[src/rtl/riot_pkg.sv]
// Shared types and constants for the RIOT-style multi-channel interval timer bank.
package riot_pkg;

    typedef enum logic [1:0] {
        DIV1    = 2'd0,
        DIV8    = 2'd1,
        DIV64   = 2'd2,
        DIV1024 = 2'd3
    } div_sel_t;

    localparam int unsigned PRESCALE_W = 10;

    localparam logic [PRESCALE_W-1:0] PRESCALE_MAX_1    = 10'd0;
    localparam logic [PRESCALE_W-1:0] PRESCALE_MAX_8    = 10'd7;
    localparam logic [PRESCALE_W-1:0] PRESCALE_MAX_64   = 10'd63;
    localparam logic [PRESCALE_W-1:0] PRESCALE_MAX_1024 = 10'd1023;

    // Address offset bits: control fields on write, read select on read
    localparam int unsigned OFF_AUTO   = 3;
    localparam int unsigned OFF_IRQ    = 2;
    localparam int unsigned OFF_DIV_HI = 1;
    localparam int unsigned OFF_DIV_LO = 0;
    localparam int unsigned OFF_STATUS = 0;

    // Status byte layout
    localparam int unsigned ST_FLAG   = 7;
    localparam int unsigned ST_IRQ_EN = 6;
    localparam int unsigned ST_MODE   = 5;
    localparam int unsigned ST_DIV_HI = 4;
    localparam int unsigned ST_DIV_LO = 3;
    localparam int unsigned ST_RUN    = 2;

    function automatic logic [PRESCALE_W-1:0] prescale_max(input div_sel_t d);
        case (d)
            DIV8:    return PRESCALE_MAX_8;
            DIV64:   return PRESCALE_MAX_64;
            DIV1024: return PRESCALE_MAX_1024;
            default: return PRESCALE_MAX_1;
        endcase
    endfunction

endpackage

[src/rtl/riot_timer_bank_if.sv]
// phi2 bus seen by the timer bank: select, direction, address, write data and read return.
interface riot_timer_bank_if #(
    parameter int unsigned NUM_TIMERS = 2,
    parameter int unsigned CNT_W      = 8,
    parameter int unsigned ADDR_W     = $clog2(NUM_TIMERS) + 4
);
    logic              enable;
    logic              we_n;
    logic [ADDR_W-1:0] A;
    logic [CNT_W-1:0]  DI;
    logic [CNT_W-1:0]  DO;
    logic              OE;

    modport master (output enable, we_n, A, DI, input  DO, OE);
    modport slave  (input  enable, we_n, A, DI, output DO, OE);
endinterface

[src/rtl/timer_channel.sv]
// One prescaled down-counter channel: halted until first written, one-shot or auto-reload.
module timer_channel
    import riot_pkg::*;
#(
    parameter int unsigned CNT_W = 8
) (
    input  logic             clk,
    input  logic             rst,
    input  logic             i_wr,
    input  logic             i_rd_cnt,
    input  logic [3:0]       i_ctl,
    input  logic [CNT_W-1:0] i_di,
    output logic [CNT_W-1:0] o_count,
    output logic             o_flag,
    output logic             o_irq_en,
    output logic [7:0]       o_status
);

    logic [PRESCALE_W-1:0] r_pre;
    logic [CNT_W-1:0]      r_count;
    logic [CNT_W-1:0]      r_reload;
    div_sel_t              r_div;
    logic                  r_auto;
    logic                  r_flag;
    logic                  r_irq_en;
    logic                  r_run;
    logic                  w_tick;
    logic                  w_timeout;

    assign w_tick    = r_run && (r_pre == prescale_max(r_div));
    assign w_timeout = w_tick && (r_count == '0);

    // Write beats everything; timeout flag set beats a count-read clear
    always_ff @(posedge clk) begin
        if (rst) begin
            r_pre    <= '0;
            r_count  <= '0;
            r_reload <= '0;
            r_div    <= DIV1;
            r_auto   <= 1'b0;
            r_flag   <= 1'b0;
            r_irq_en <= 1'b0;
            r_run    <= 1'b0;
        end else if (i_wr) begin
            r_pre    <= '0;
            r_count  <= i_di;
            r_reload <= i_di;
            r_div    <= div_sel_t'(i_ctl[OFF_DIV_HI:OFF_DIV_LO]);
            r_auto   <= i_ctl[OFF_AUTO];
            r_irq_en <= i_ctl[OFF_IRQ];
            r_flag   <= 1'b0;
            r_run    <= 1'b1;
        end else begin
            if (r_run) begin
                r_pre <= w_tick ? '0 : r_pre + PRESCALE_W'(1);
            end
            if (w_tick) begin
                if (r_count != '0) begin
                    r_count <= r_count - CNT_W'(1);
                end else if (r_auto) begin
                    r_count <= r_reload;
                end else begin
                    r_count <= '1;
                    r_div   <= DIV1;
                end
            end
            if (w_timeout) begin
                r_flag <= 1'b1;
            end else if (i_rd_cnt) begin
                r_flag <= 1'b0;
            end
            if (i_rd_cnt) begin
                r_irq_en <= i_ctl[OFF_IRQ];
            end
        end
    end

    always_comb begin
        o_status                      = '0;
        o_status[ST_FLAG]             = r_flag;
        o_status[ST_IRQ_EN]           = r_irq_en;
        o_status[ST_MODE]             = r_auto;
        o_status[ST_DIV_HI:ST_DIV_LO] = r_div;
        o_status[ST_RUN]              = r_run;
    end

    assign o_count  = r_count;
    assign o_flag   = r_flag;
    assign o_irq_en = r_irq_en;

endmodule

[src/rtl/riot_timer_bank.sv]
// N-channel RIOT interval timer bank: address decode, registered read mux and irq OR-reduce.
module riot_timer_bank
    import riot_pkg::*;
#(
    parameter int unsigned NUM_TIMERS = 2,
    parameter int unsigned CNT_W      = 8,
    parameter int unsigned ADDR_W     = $clog2(NUM_TIMERS) + 4
) (
    input  logic                  phi2,
    input  logic                  rst,
    riot_timer_bank_if.slave      bus,
    output logic                  irq,
    output logic [NUM_TIMERS-1:0] irq_en
);

    // Channel field padded to at least one bit; unpopulated slots read as zero
    localparam int unsigned CHW   = (ADDR_W > 4) ? ADDR_W - 4 : 1;
    localparam int unsigned NSLOT = 1 << CHW;

    logic                  w_wr;
    logic                  w_rd;
    logic [CHW-1:0]        w_chan;
    logic [3:0]            w_off;
    logic [CNT_W-1:0]      w_count  [NSLOT];
    logic [7:0]            w_status [NSLOT];
    logic [NUM_TIMERS-1:0] w_flag;
    logic [CNT_W-1:0]      r_do;
    logic                  r_oe;

    assign w_wr   = bus.enable & ~bus.we_n;
    assign w_rd   = bus.enable &  bus.we_n;
    assign w_chan = CHW'(bus.A >> 4);
    assign w_off  = bus.A[3:0];

    for (genvar g = 0; g < NSLOT; g++) begin : g_slot
        if (g < NUM_TIMERS) begin : g_pop
            timer_channel #(.CNT_W(CNT_W)) u_ch (
                .clk      (phi2),
                .rst      (rst),
                .i_wr     (w_wr && (w_chan == CHW'(g))),
                .i_rd_cnt (w_rd && (w_chan == CHW'(g)) && !w_off[OFF_STATUS]),
                .i_ctl    (w_off),
                .i_di     (bus.DI),
                .o_count  (w_count[g]),
                .o_flag   (w_flag[g]),
                .o_irq_en (irq_en[g]),
                .o_status (w_status[g])
            );
        end else begin : g_empty
            assign w_count[g]  = '0;
            assign w_status[g] = '0;
        end
    end

    // Read data captured at the request edge, valid for exactly the following cycle
    always_ff @(posedge phi2) begin
        if (rst) begin
            r_do <= '0;
            r_oe <= 1'b0;
        end else begin
            r_oe <= w_rd;
            if (!w_rd) begin
                r_do <= '0;
            end else if (w_off[OFF_STATUS]) begin
                r_do <= CNT_W'(w_status[w_chan]);
            end else begin
                r_do <= w_count[w_chan];
            end
        end
    end

    assign bus.DO = r_do;
    assign bus.OE = r_oe;
    assign irq    = |(w_flag & irq_en);

endmodule

[src/flat_wrapper.sv]
// flat-port wrapper written by rule: the top's interface ports become plain ports
module riot_timer_bank_flat import riot_pkg::*;
#(
    parameter int unsigned NUM_TIMERS = 2,
    parameter int unsigned CNT_W      = 8,
    parameter int unsigned ADDR_W     = $clog2(NUM_TIMERS) + 4
)
  (phi2, rst, irq, irq_en, bus_enable, bus_we_n, bus_A, bus_DI, bus_DO, bus_OE);
  riot_timer_bank_if #(.NUM_TIMERS(NUM_TIMERS), .CNT_W(CNT_W), .ADDR_W(ADDR_W)) bus_i ();
  input  logic phi2;
  input  logic rst;
  output logic irq;
  output logic [NUM_TIMERS-1:0] irq_en;
  input wire logic [$bits(bus_i.enable)-1:0] bus_enable;
  input wire logic [$bits(bus_i.we_n)-1:0] bus_we_n;
  input wire logic [$bits(bus_i.A)-1:0] bus_A;
  input wire logic [$bits(bus_i.DI)-1:0] bus_DI;
  output wire logic [$bits(bus_i.DO)-1:0] bus_DO;
  output wire logic [$bits(bus_i.OE)-1:0] bus_OE;
  assign bus_i.enable = bus_enable;
  assign bus_i.we_n = bus_we_n;
  assign bus_i.A = bus_A;
  assign bus_i.DI = bus_DI;
  assign bus_DO = bus_i.DO;
  assign bus_OE = bus_i.OE;
  riot_timer_bank #(.NUM_TIMERS(NUM_TIMERS), .CNT_W(CNT_W), .ADDR_W(ADDR_W)) u_core (.phi2(phi2), .rst(rst), .bus(bus_i), .irq(irq), .irq_en(irq_en));
endmodule
[config.mk]
export PLATFORM = sky130hd
export DESIGN_NAME = riot_timer_bank_flat
export DESIGN_NICKNAME = d
export VERILOG_FILES = /design/src/rtl/riot_pkg.sv /design/src/rtl/riot_timer_bank_if.sv /design/src/rtl/timer_channel.sv /design/src/rtl/riot_timer_bank.sv /design/src/flat_wrapper.sv
export SDC_FILE = /design/constraint.sdc
export NUM_CORES = 1
export LEC_CHECK = 0
export CAP_MARGIN = 5
export CORE_UTILIZATION = 59
export CTS_CLUSTER_SIZE = 30
export DETAILED_ROUTE_END_ITERATION = 8
export GPL_ROUTABILITY_DRIVEN = 0
export PLACE_DENSITY = 0.91
export SYNTH_ARGS = -nofsm -noshare
export SYNTH_HDL_FRONTEND = slang
export SYNTH_HIERARCHICAL = 1
export SYNTH_SLANG_ARGS = --single-unit
[constraint.sdc]
create_clock -name phi2 -period 3.05 [get_ports phi2]
set_clock_uncertainty 0.2 [all_clocks]
set_input_delay 0.4575 -clock phi2 [delete_from_list [all_inputs] [get_ports phi2]]
set_output_delay 0.4575 -clock phi2 [all_outputs]
set_load 0.03 [all_outputs]
Word-level counts from Yosys, hierarchy flattened:

Cells that the tools add are included.

* bits in registers: 73
* input bits: 17
* output and inout bits: 12
* word-level logic and storage cells: 104

* $add $sub $neg: 4
* order comparisons: 1
* equal/unequal tests: 12
* muxes and demuxes: 35
* bitwise operators: 7
* reductions and logical operators: 27

Operators by type and width (number)
* 8-bit two-way mux: 15
* 10-bit case mux with 3 select lines: 2
* 10-bit by 1-bit adder with 10-bit output (second input constant): 2
* 10-bit equality test: 2
* 10-bit two-way mux: 2
* 8-bit zero test: 2
* 2-bit two-way mux: 8
* 8-bit nonzero test: 2
* 8-bit by 1-bit subtractor with 8-bit output (second input constant): 2
* 2-bit nonzero test: 6
* 1-bit logical AND: 10
* 2-bit equality test (second input constant): 4
* 1-bit two-way mux: 8
* 2-bit != test (second input constant): 4
* 2-bit OR reduction: 4
* 3-bit AND reduction: 2
* 2-bit by 1-bit equality test with 1-bit output (second input constant): 2
* 1-bit NOT: 3
* 1-bit AND: 2
* 2-bit AND: 1
* 2-bit greater-or-equal comparator (second input constant): 1
* 1-bit NOT with 2-bit output: 1
* 1-bit zero test: 1

Logic depth before layout (Yosys ltp):

Gate-level depths: netlist of the first run.

* depth in word-level cells: 6
* depth in mapped cells: 8
* depth with buffers taken out: 7

By module:

Netlist of the first run, hierarchy kept.

By module, submodules not included
* timer_channel at u_core.g_slot[0].g_pop.u_ch: times used 1, cells each 202, area each 1765.4 um^2, seq. area each 640.6 um^2
* timer_channel at u_core.g_slot[1].g_pop.u_ch: times used 1, cells each 202, area each 1721.7 um^2, seq. area each 640.6 um^2
* riot_timer_bank: times used 1, cells each 45, area each 479.2 um^2, seq. area each 180.2 um^2

Worst setup path before layout of the first run:

No wires, ideal clock.

* path kind: input port to flip-flop
* from: in bus_A[4]
* to: reg u_core.g_slot[0].g_pop.u_ch.r_reload[2]
* library setup time: 0.128 ns
* arrival time: 2.003 ns
* required time: 2.722 ns
* path slack: 0.720 ns
* stages on the path: 6
* buffers on the path: 3
* path through: buf_2 nor3b_1 buf_1 buf_1 mux2i_1 nor2_1

* cells in the longest elaborated chain, start to end: 2

RTL lines
* start: declaration: RTL line flat_wrapper.sv:16 `input wire logic [$bits(bus_i.A)-1:0] bus_A;`
* 1-bit NOT: RTL line riot_timer_bank.sv:40 `.i_wr (w_wr && (w_chan == CHW'(g))),`
* 1-bit logical AND: RTL line riot_timer_bank.sv:40
* end signal: assignment: RTL line timer_channel.sv:47 `r_reload <= i_di;`
* end: declaration: RTL line timer_channel.sv:21 `logic [CNT_W-1:0] r_reload;`

Every way passes these cells.
A chain may end at the register's enable or synchronous reset.

Worst setup path in the final report of the first run:

* from: reg u_core.g_slot[1].g_pop.u_ch.r_count[0]
* to: reg u_core.g_slot[1].g_pop.u_ch.r_count[4]

* cells in the longest elaborated chain, start to end: 4
* elaborated cells on any way between the ends: 5
* those cells by class: add/sub (1); mux (3); reduce/logical (1)

RTL lines
* start: declaration: RTL line timer_channel.sv:20 `logic [CNT_W-1:0] r_count;`
* start signal: assignment: RTL line timer_channel.sv:46 `r_count <= i_di;`
* start signal: assignment: RTL line timer_channel.sv:59 `r_count <= r_count - CNT_W'(1);`
* start signal: assignment: RTL line timer_channel.sv:61 `r_count <= r_reload;`
* 8-bit by 1-bit subtractor with 8-bit output or 8-bit nonzero test (tied branches): RTL line timer_channel.sv:59, timer_channel.sv:58
* 8-bit two-way mux *: RTL line timer_channel.sv:58 `if (r_count != '0) begin`
* 8-bit two-way mux *: RTL line timer_channel.sv:57 `if (w_tick) begin`
* 8-bit two-way mux *: RTL line timer_channel.sv:44 `end else if (i_wr) begin`

Every way passes the cells marked *; elsewhere a longest branch is shown, timed or not. The select of a mux whose other input is x is not followed.

==> results.json, run 1 <==
{
  "outcome": "finished with violations",
  "violations": "design-rule violations",
  "path_cells": "inv_1 -> ha_1 -> nor3b_1 -> nand2_1 -> nor3b_1 -> a211o_1 -> a311oi_2",
  "die-area_mm2": 0.00705,
  "drive_gt1_frac": 0.0925,
  "post_cts_buffers": 0,
  "wl_per_cell_um": 17.6,
  "dpl_cell_area_mm2": 0.00419,
  "crit_top_cell": "nor3b_1",
  "ant_nets": 0,
  "synth_warnings": 6,
  "synth_top_area_cell": "dfxtp_1",
  "worst_pin_slew_ns": 0.681,
  "syn_area_mm2": 0.00397,
  "area_growth_pct": 11.7,
  "port_buffers": 28,
  "synth.area.top_cells": "dfxtp_1 37%, mux2i_1 8.6%, nor2_1 6.2%, a311oi_2 3.0%, nand2_1 3.0%",
  "ir_worst_vdd_v": 0.000357,
  "grt_first_pass_wirelength_um": 15400,
  "path_buf_inv": 1,
  "synth_ff_type": "dfxtp_1",
  "cts_tree": "done",
  "hold_class": "flop to flop",
  "leakage_uw": 0.00160,
  "synth_top_area_frac": 0.368,
  "p_per_area_mw_per_mm2": 532,
  "synthesis.instances": 449,
  "drcViolationCount": 8,
  "hold_buffers": 0,
  "core_mm2": 0.00642,
  "overflow": 0,
  "drtIter0Drc": 323,
  "synth_edf_count": 0,
  "rows": 29,
  "synth-async-reset-ratio": 0,
  "worstSetupEndpointType": "flop",
  "grt_max_degree": 33,
  "cp_data_required_time_ns": 3.05,
  "final.min_clock_period_ns": 2.69,
  "cts.sinks": 73,
  "die_w_um": 84.0,
  "avgSynthCellArea_um2": 8.83,
  "place_hpwl_um": 6260,
  "ios": 29,
  "fillers": 493,
  "grt_pass1_vias": 3186,
  "finalSetupTns_ns": 0,
  "start_kind": "flop",
  "finalHoldViolations": 0,
  "post_cts_resized": 0,
  "setup_violations": 0,
  "diodes": 0,
  "ys_ff_latch": 73,
  "clk_latency_ns": 0.36,
  "via_per_inst": 6.50,
  "htree_num_levels": 3,
  "routed_wl_um": 9520,
  "post-route-period-util": 0.882,
  "slew_headroom": 0.545,
  "crit_slowest_cell": "nor3b_1",
  "critical-path-top-delay-family": "simple AND/OR/NAND/NOR gates",
  "num-nets-final": 483,
  "gr-usage-all-layers": 0.277,
  "maxCapViolCount": 0,
  "worstPathArrival_ns": 2.69,
  "fin_area_mm2": 0.00443,
  "antenna_found_initial": 0,
  "dr.pass1.iters": 7,
  "cts_made_buffers": 9,
  "cts.clk_slew.worst_paths_ns": 0.08,
  "crit_type": "flop to flop",
  "critical-path-max-stage-delay_ns": 0.58,
  "start_util": 0.618,
  "cts_max_path_buffers": 2,
  "fmax_mhz": 372,
  "path_max_fanout": 12,
  "cts_root_buf": "clkbuf_8",
  "vias": 3521,
  "drv_slew": 0,
  "ys_types": 63,
  "seq_area_frac_synth": 0.368,
  "die_h_um": 84.0,
  "rsz0062_at_grt": "no"
}
==> worst paths after layout <==
path | start | slack, ns | cells after the start | to
hold / removal | u_core/g_slot[1].g_pop.u_ch/o_irq_en | 0.30 | 2 | u_core/g_slot[1].g_pop.u_ch/o_irq_en
setup / recovery | u_core/g_slot[1].g_pop.u_ch/o_count[0] | 0.36 | 7 | u_core/g_slot[1].g_pop.u_ch/o_count[4]
setup reg to reg | u_core/g_slot[1].g_pop.u_ch/o_count[0] | 0.36 | 7 | u_core/g_slot[1].g_pop.u_ch/o_count[4]
hold reg to reg | u_core/g_slot[1].g_pop.u_ch/o_irq_en | 0.30 | 2 | u_core/g_slot[1].g_pop.u_ch/o_irq_en
==> layout by cell type, fill, tap and decap left out, types with 10 or more instances in the layout <==
cell type        count
nand4_1             10
nor3b_1             11
nor2b_1             10
xnor2_1             10
clkdlybuf4s50_1     27
inv_1               18
nor3_1              11
a21oi_1             14
nand2_1             32
dfxtp_1             73
mux2i_1             34
o22ai_1             11
nor2_1              65
xor2_1              12
==> cell usage after synthesis (2+ instances only) <==
cell type,number
o211ai_1,5
and3_1,2
a221o_1,3
nand2_1,32
buf_2,3
or3_1,2
nor2_1,65
and2_1,2
o31ai_2,2
a311oi_1,3
or4_1,4
dfxtp_1,73
buf_4,13
a21oi_1,14
mux2i_1,34
clkbuf_1,12
ha_1,6
conb_1,2
nand4_1,10
inv_1,18
nor2b_1,10
a32oi_1,2
o21ai_0,9
nor3_1,11
xor2_1,12
nor3b_1,12
buf_1,5
a211o_1,8
a221oi_2,2
a311oi_2,8
o2111ai_1,3
nand3b_1,3
o21bai_1,2
o22ai_1,11
buf_6,2
a22oi_1,4
a31oi_1,2
xnor2_1,10
nand2b_1,3
a21boi_1,2
==> where the power goes <==
part | switching, uW | internal (uW) | leakage, uW
logic | 226 | 167 | 0.000894
registers | 54.8 | 989 | 0.000593
clock network | 373 | 548 | 0.000117
==> metrics by stage <==
stage,setup slack [ns],total power [uW],hold WS [ns],std cells,utilization
2_1_floorplan,0.720,1350,0.251,451,-
3_3_place_gp,0.543,1420,0.274,526,0.652
3_5_place_dp,0.519,1440,0.287,526,0.652
4_1_cts,0.477,2360,0.303,542,0.690
5_1_grt,0.108,2440,0.326,542,0.690
6_report,0.360,2360,0.303,542,0.690
==> flip-flops by register name, summed over array words and instances, names as in the netlist <==
signal	flops
u_core/g_slot.g_pop.u_ch/o_irq_en	2
u_core/g_slot.g_pop.u_ch/r_reload	16
u_core/g_slot.g_pop.u_ch/r_div	4
u_core/g_slot.g_pop.u_ch/r_run	2
u_core/g_slot.g_pop.u_ch/r_pre	20
u_core/bus.OE	1
u_core/bus.DO	8
u_core/g_slot.g_pop.u_ch/o_flag	2
u_core/g_slot.g_pop.u_ch/r_auto	2
u_core/g_slot.g_pop.u_ch/o_count	16
==> layout make-up <==
type | instances | area [um2] | area share
tap | 77 | 96.3 | 0.0217
inverter | 18 | 67.6 | 0.0152
timing repair buffer | 33 | 313 | 0.0706
sequential | 73 | 1460 | 0.330
clock inverter | 6 | 115 | 0.0260
multi-input combinational | 325 | 2250 | 0.508
clock buffer | 10 | 128 | 0.0288
==> cells by family (layout without fill, tap and decap cells) <==
group | after synthesis | count (layout) | synth area share
adder cells (fa/ha/maj) | 6 | 6 | 0.0189
AO/OA/AOI/OAI | 93 | 93 | 0.194
XOR/XNOR | 22 | 22 | 0.0486
multiplexers | 34 | 34 | 0.0858
AND/OR/NAND/NOR | 166 | 166 | 0.215
other | 2 | 4 | 0.00189
flip-flops | 73 | 73 | 0.368
buffers and inverters | 53 | 67 | 0.0672
==> metal layers <==
metal,up-vias,global-route usage,wire [um]
met1,1715,0.349,4000
met3,34,0.0673,647
met2,158,0.446,4560
li1,1614,-,-
met5,-,0,0
met4,0,0.130,310
==> worst register-to-register path: cells and delay by family (launching register included) <==
kind	cells	cell delay, ns
AND/OR/NAND/NOR	3	1.37
flip-flops	1	0.40
AO/OA/AOI/OAI	2	0.26
adder cells (fa/ha/maj)	1	0.17
buffers and inverters	1	0.14
(Power assumes the default switching activity.)
==> inputs of run 2 (changes only) <==
Settings changed: ABC_AREA set to 1.
==> run 2 against run 1 <==
The run still ends with design-rule violations left. Clock power shrank 32%. First-iteration DRC count grew 2.8%. Combinational power grew 31%. Utilization shrank 1.1 points. Power shrank 7.2%. Routed wire length grew 1.9%. Largest power group unchanged.
==> results.json, run 2 <==
{
  "clockPowerShare": 0.288,
  "seq_area_frac_synth": 0.360,
  "p_switching_uw": 729,
  "layout_common_cells": "147 x nand2_1, 89 x inv_1, 73 x dfxtp_1, 70 x nor2_1, 67 x nand3_1",
  "hp-start": "u_core/g_slot[1].g_pop.u_ch/r_reload[6]",
  "syn_area_mm2": 0.00406,
  "die_h_um": 84.9,
  "gr-usage-all-layers": 0.287,
  "hold_class": "flop to flop",
  "start_util": 0.624,
  "cts_max_path_buffers": 2,
  "cts_tree": "done",
  "slew_headroom": 0.662,
  "synth_common_cells": "147 x nand2_1, 89 x inv_1, 73 x dfxtp_1",
  "synth_edf_count": 0,
  "drive_gt1_frac": 0.0670,
  "setup_violations": 0,
  "detailedPlace.worstSlack_ns": 0.324,
  "leakage_uw": 0.00185,
  "max_flop_register": "u_core/g_slot.g_pop.u_ch/r_pre",
  "synth.area.top_cells": "dfxtp_1 36%, nand2_1 14%, nand3_1 8.3%, inv_1 8.2%, nor2_1 6.5%",
  "grt_first_pass_wirelength_um": 16100,
  "cts_root_buf": "clkbuf_8",
  "ios": 29,
  "synth-async-reset-ratio": 0,
  "worst_pin_slew_ns": 0.505,
  "crit_type": "input port to flop",
  "drcViolationCount": 4,
  "grt_pass1_vias": 3711,
  "via_per_inst": 5.60,
  "post-route-period-util": 0.792,
  "place_hpwl_um": 7180,
  "final_common_cell": "nand2_1",
  "intPower_uw": 1460,
  "p_seq_frac": 0.477,
  "synth_top_area_cell": "dfxtp_1",
  "cp_data_required_time_ns": 3.12,
  "worstPathArrival_ns": 2.48,
  "synth_warnings": 6,
  "synth_ff_type": "dfxtp_1",
  "routed_wl_um": 9700,
  "port_buffers": 28,
  "switching_share": 0.333,
  "p_comb_frac": 0.236,
  "cts.clk_slew.worst_paths_ns": 0.07,
  "finalPower_uw": 2190,
  "violations": "design-rule violations",
  "rsz0062_at_grt": "no",
  "ant_nets": 0,
  "post_cts_buffers": 0,
  "ir_worst_vdd_v": 0.000394,
  "cts.sinks": 73,
  "hold_buffers": 0,
  "vias": 4029,
  "die-area_mm2": 0.00721,
  "htree_num_levels": 3,
  "dr.pass1.iters": 7,
  "cts_made_buffers": 9,
  "cp-startpoint": "bus_A[4]",
  "finalSetupTns_ns": 0,
  "avgSynthCellArea_um2": 6.49,
  "finalHoldViolations": 0,
  "ys_ff_latch": 73,
  "fin_area_mm2": 0.00441,
  "num-nets-final": 662,
  "wl_per_cell_um": 13.5,
  "worstSetupEndpointType": "flop",
  "maxCapViolCount": 0,
  "clk_latency_ns": 0.36,
  "drtIter0Drc": 332,
  "synth_most_common_cell": "nand2_1",
  "post_cts_resized": 0,
  "die_w_um": 84.9,
  "fmax_mhz": 414,
  "outcome": "finished with violations",
  "synth_top_area_frac": 0.360,
  "fillers": 550,
  "p_per_area_mw_per_mm2": 496,
  "diodes": 0,
  "setup_slack_ns": 0.634,
  "reg2reg_from": "u_core/g_slot[1].g_pop.u_ch/o_count[0]",
  "rows": 29,
  "path_max_fanout": 18,
  "largest_reg_flops": 20,
  "area_growth_pct": 8.73,
  "synthesis.instances": 625,
  "final.min_clock_period_ns": 2.42,
  "dpl_cell_area_mm2": 0.00426,
  "grt_max_degree": 19,
  "core_mm2": 0.00649,
  "ys_types": 29,
  "overflow": 0,
  "start_kind": "input port",
  "drv_slew": 0,
  "antenna_found_initial": 0
}
[run 2: cell count changes in the layout (fill, tap and decap cells not counted), moves of 8 or more]
cell	delta
nand2_1	+115
inv_1	+71
nand3_1	+66
mux2i_1	-34
o21ai_0	+33
a21oi_1	+12
nor2b_1	-10
xnor2_1	-10
nor3b_1	-9
a211o_1	-8
a21oi_2	+8
a311oi_2	-8
[run 2: power by group through the flow]
stage               Combinational [uW]  Clock (uW)  Sequential [uW]
floorplan                          393           0             1050
global placement                   484           0             1060
detailed placement                 500           0             1060
CTS                                504         638             1040
global route                       580         673             1050
finish                             515         629             1040
[run 2: path summary, 6_finish.rpt]
kind,endpoint,slack [ns],cells after the start
max,u_core/g_slot[1].g_pop.u_ch/r_pre[8],0.63,8
min,u_core/g_slot[1].g_pop.u_ch/r_reload[6],0.26,2
max reg2reg,u_core/g_slot[1].g_pop.u_ch/o_count[5],0.96,10
min reg2reg,u_core/g_slot[1].g_pop.u_ch/r_reload[6],0.26,2
[run 2: per-stage QoR]
step / std cells / hold slack, ns / util
after floorplan: 627 / 0.236 / -
after global placement: 705 / 0.246 / 0.656
after detailed placement: 705 / 0.255 / 0.656
after CTS: 719 / 0.263 / 0.679
after global routing: 719 / 0.284 / 0.679
final: 719 / 0.264 / 0.679
[run 2: cells by family (layout without fill, tap and decap cells)]
family                   Yosys count  after routing  synth area share
AND/OR/NAND/NOR                  314            314             0.327
buffers and inverters            127            142             0.143
AO/OA/AOI/OAI                     93             93             0.127
flip-flops                        73             73             0.360
XOR/XNOR                          10             10            0.0216
adder cells (fa/ha/maj)            6              6            0.0185
other                              2              4           0.00185
[run 2: worst max-delay path, cell delays in order]
cell             delay, ns
clkdlybuf4s50_1       0.61
inv_6                 0.23
nor3_1                0.09
inv_1                 0.34
nand2_2               0.23
nor2_1                0.20
inv_1                 0.12
nor3_1                0.18
[run 2: area by class of cell]
class                      instances  area [um2]  area share
clock inverter                     5        25.0     0.00568
inverter                          94         358      0.0812
timing repair buffer              34         325      0.0738
sequential                        73        1460       0.331
clock buffer                       9         124      0.0281
tap                               77        96.3      0.0219
multi-input combinational        427        2020       0.458
[run 2: routing by layer]
layer / share of wire / global-route usage
met1: 0.42 / 0.340
met2: 0.48 / 0.499
met4: 0.026 / 0.139
met5: 0 / 0
met3: 0.074 / 0.0574
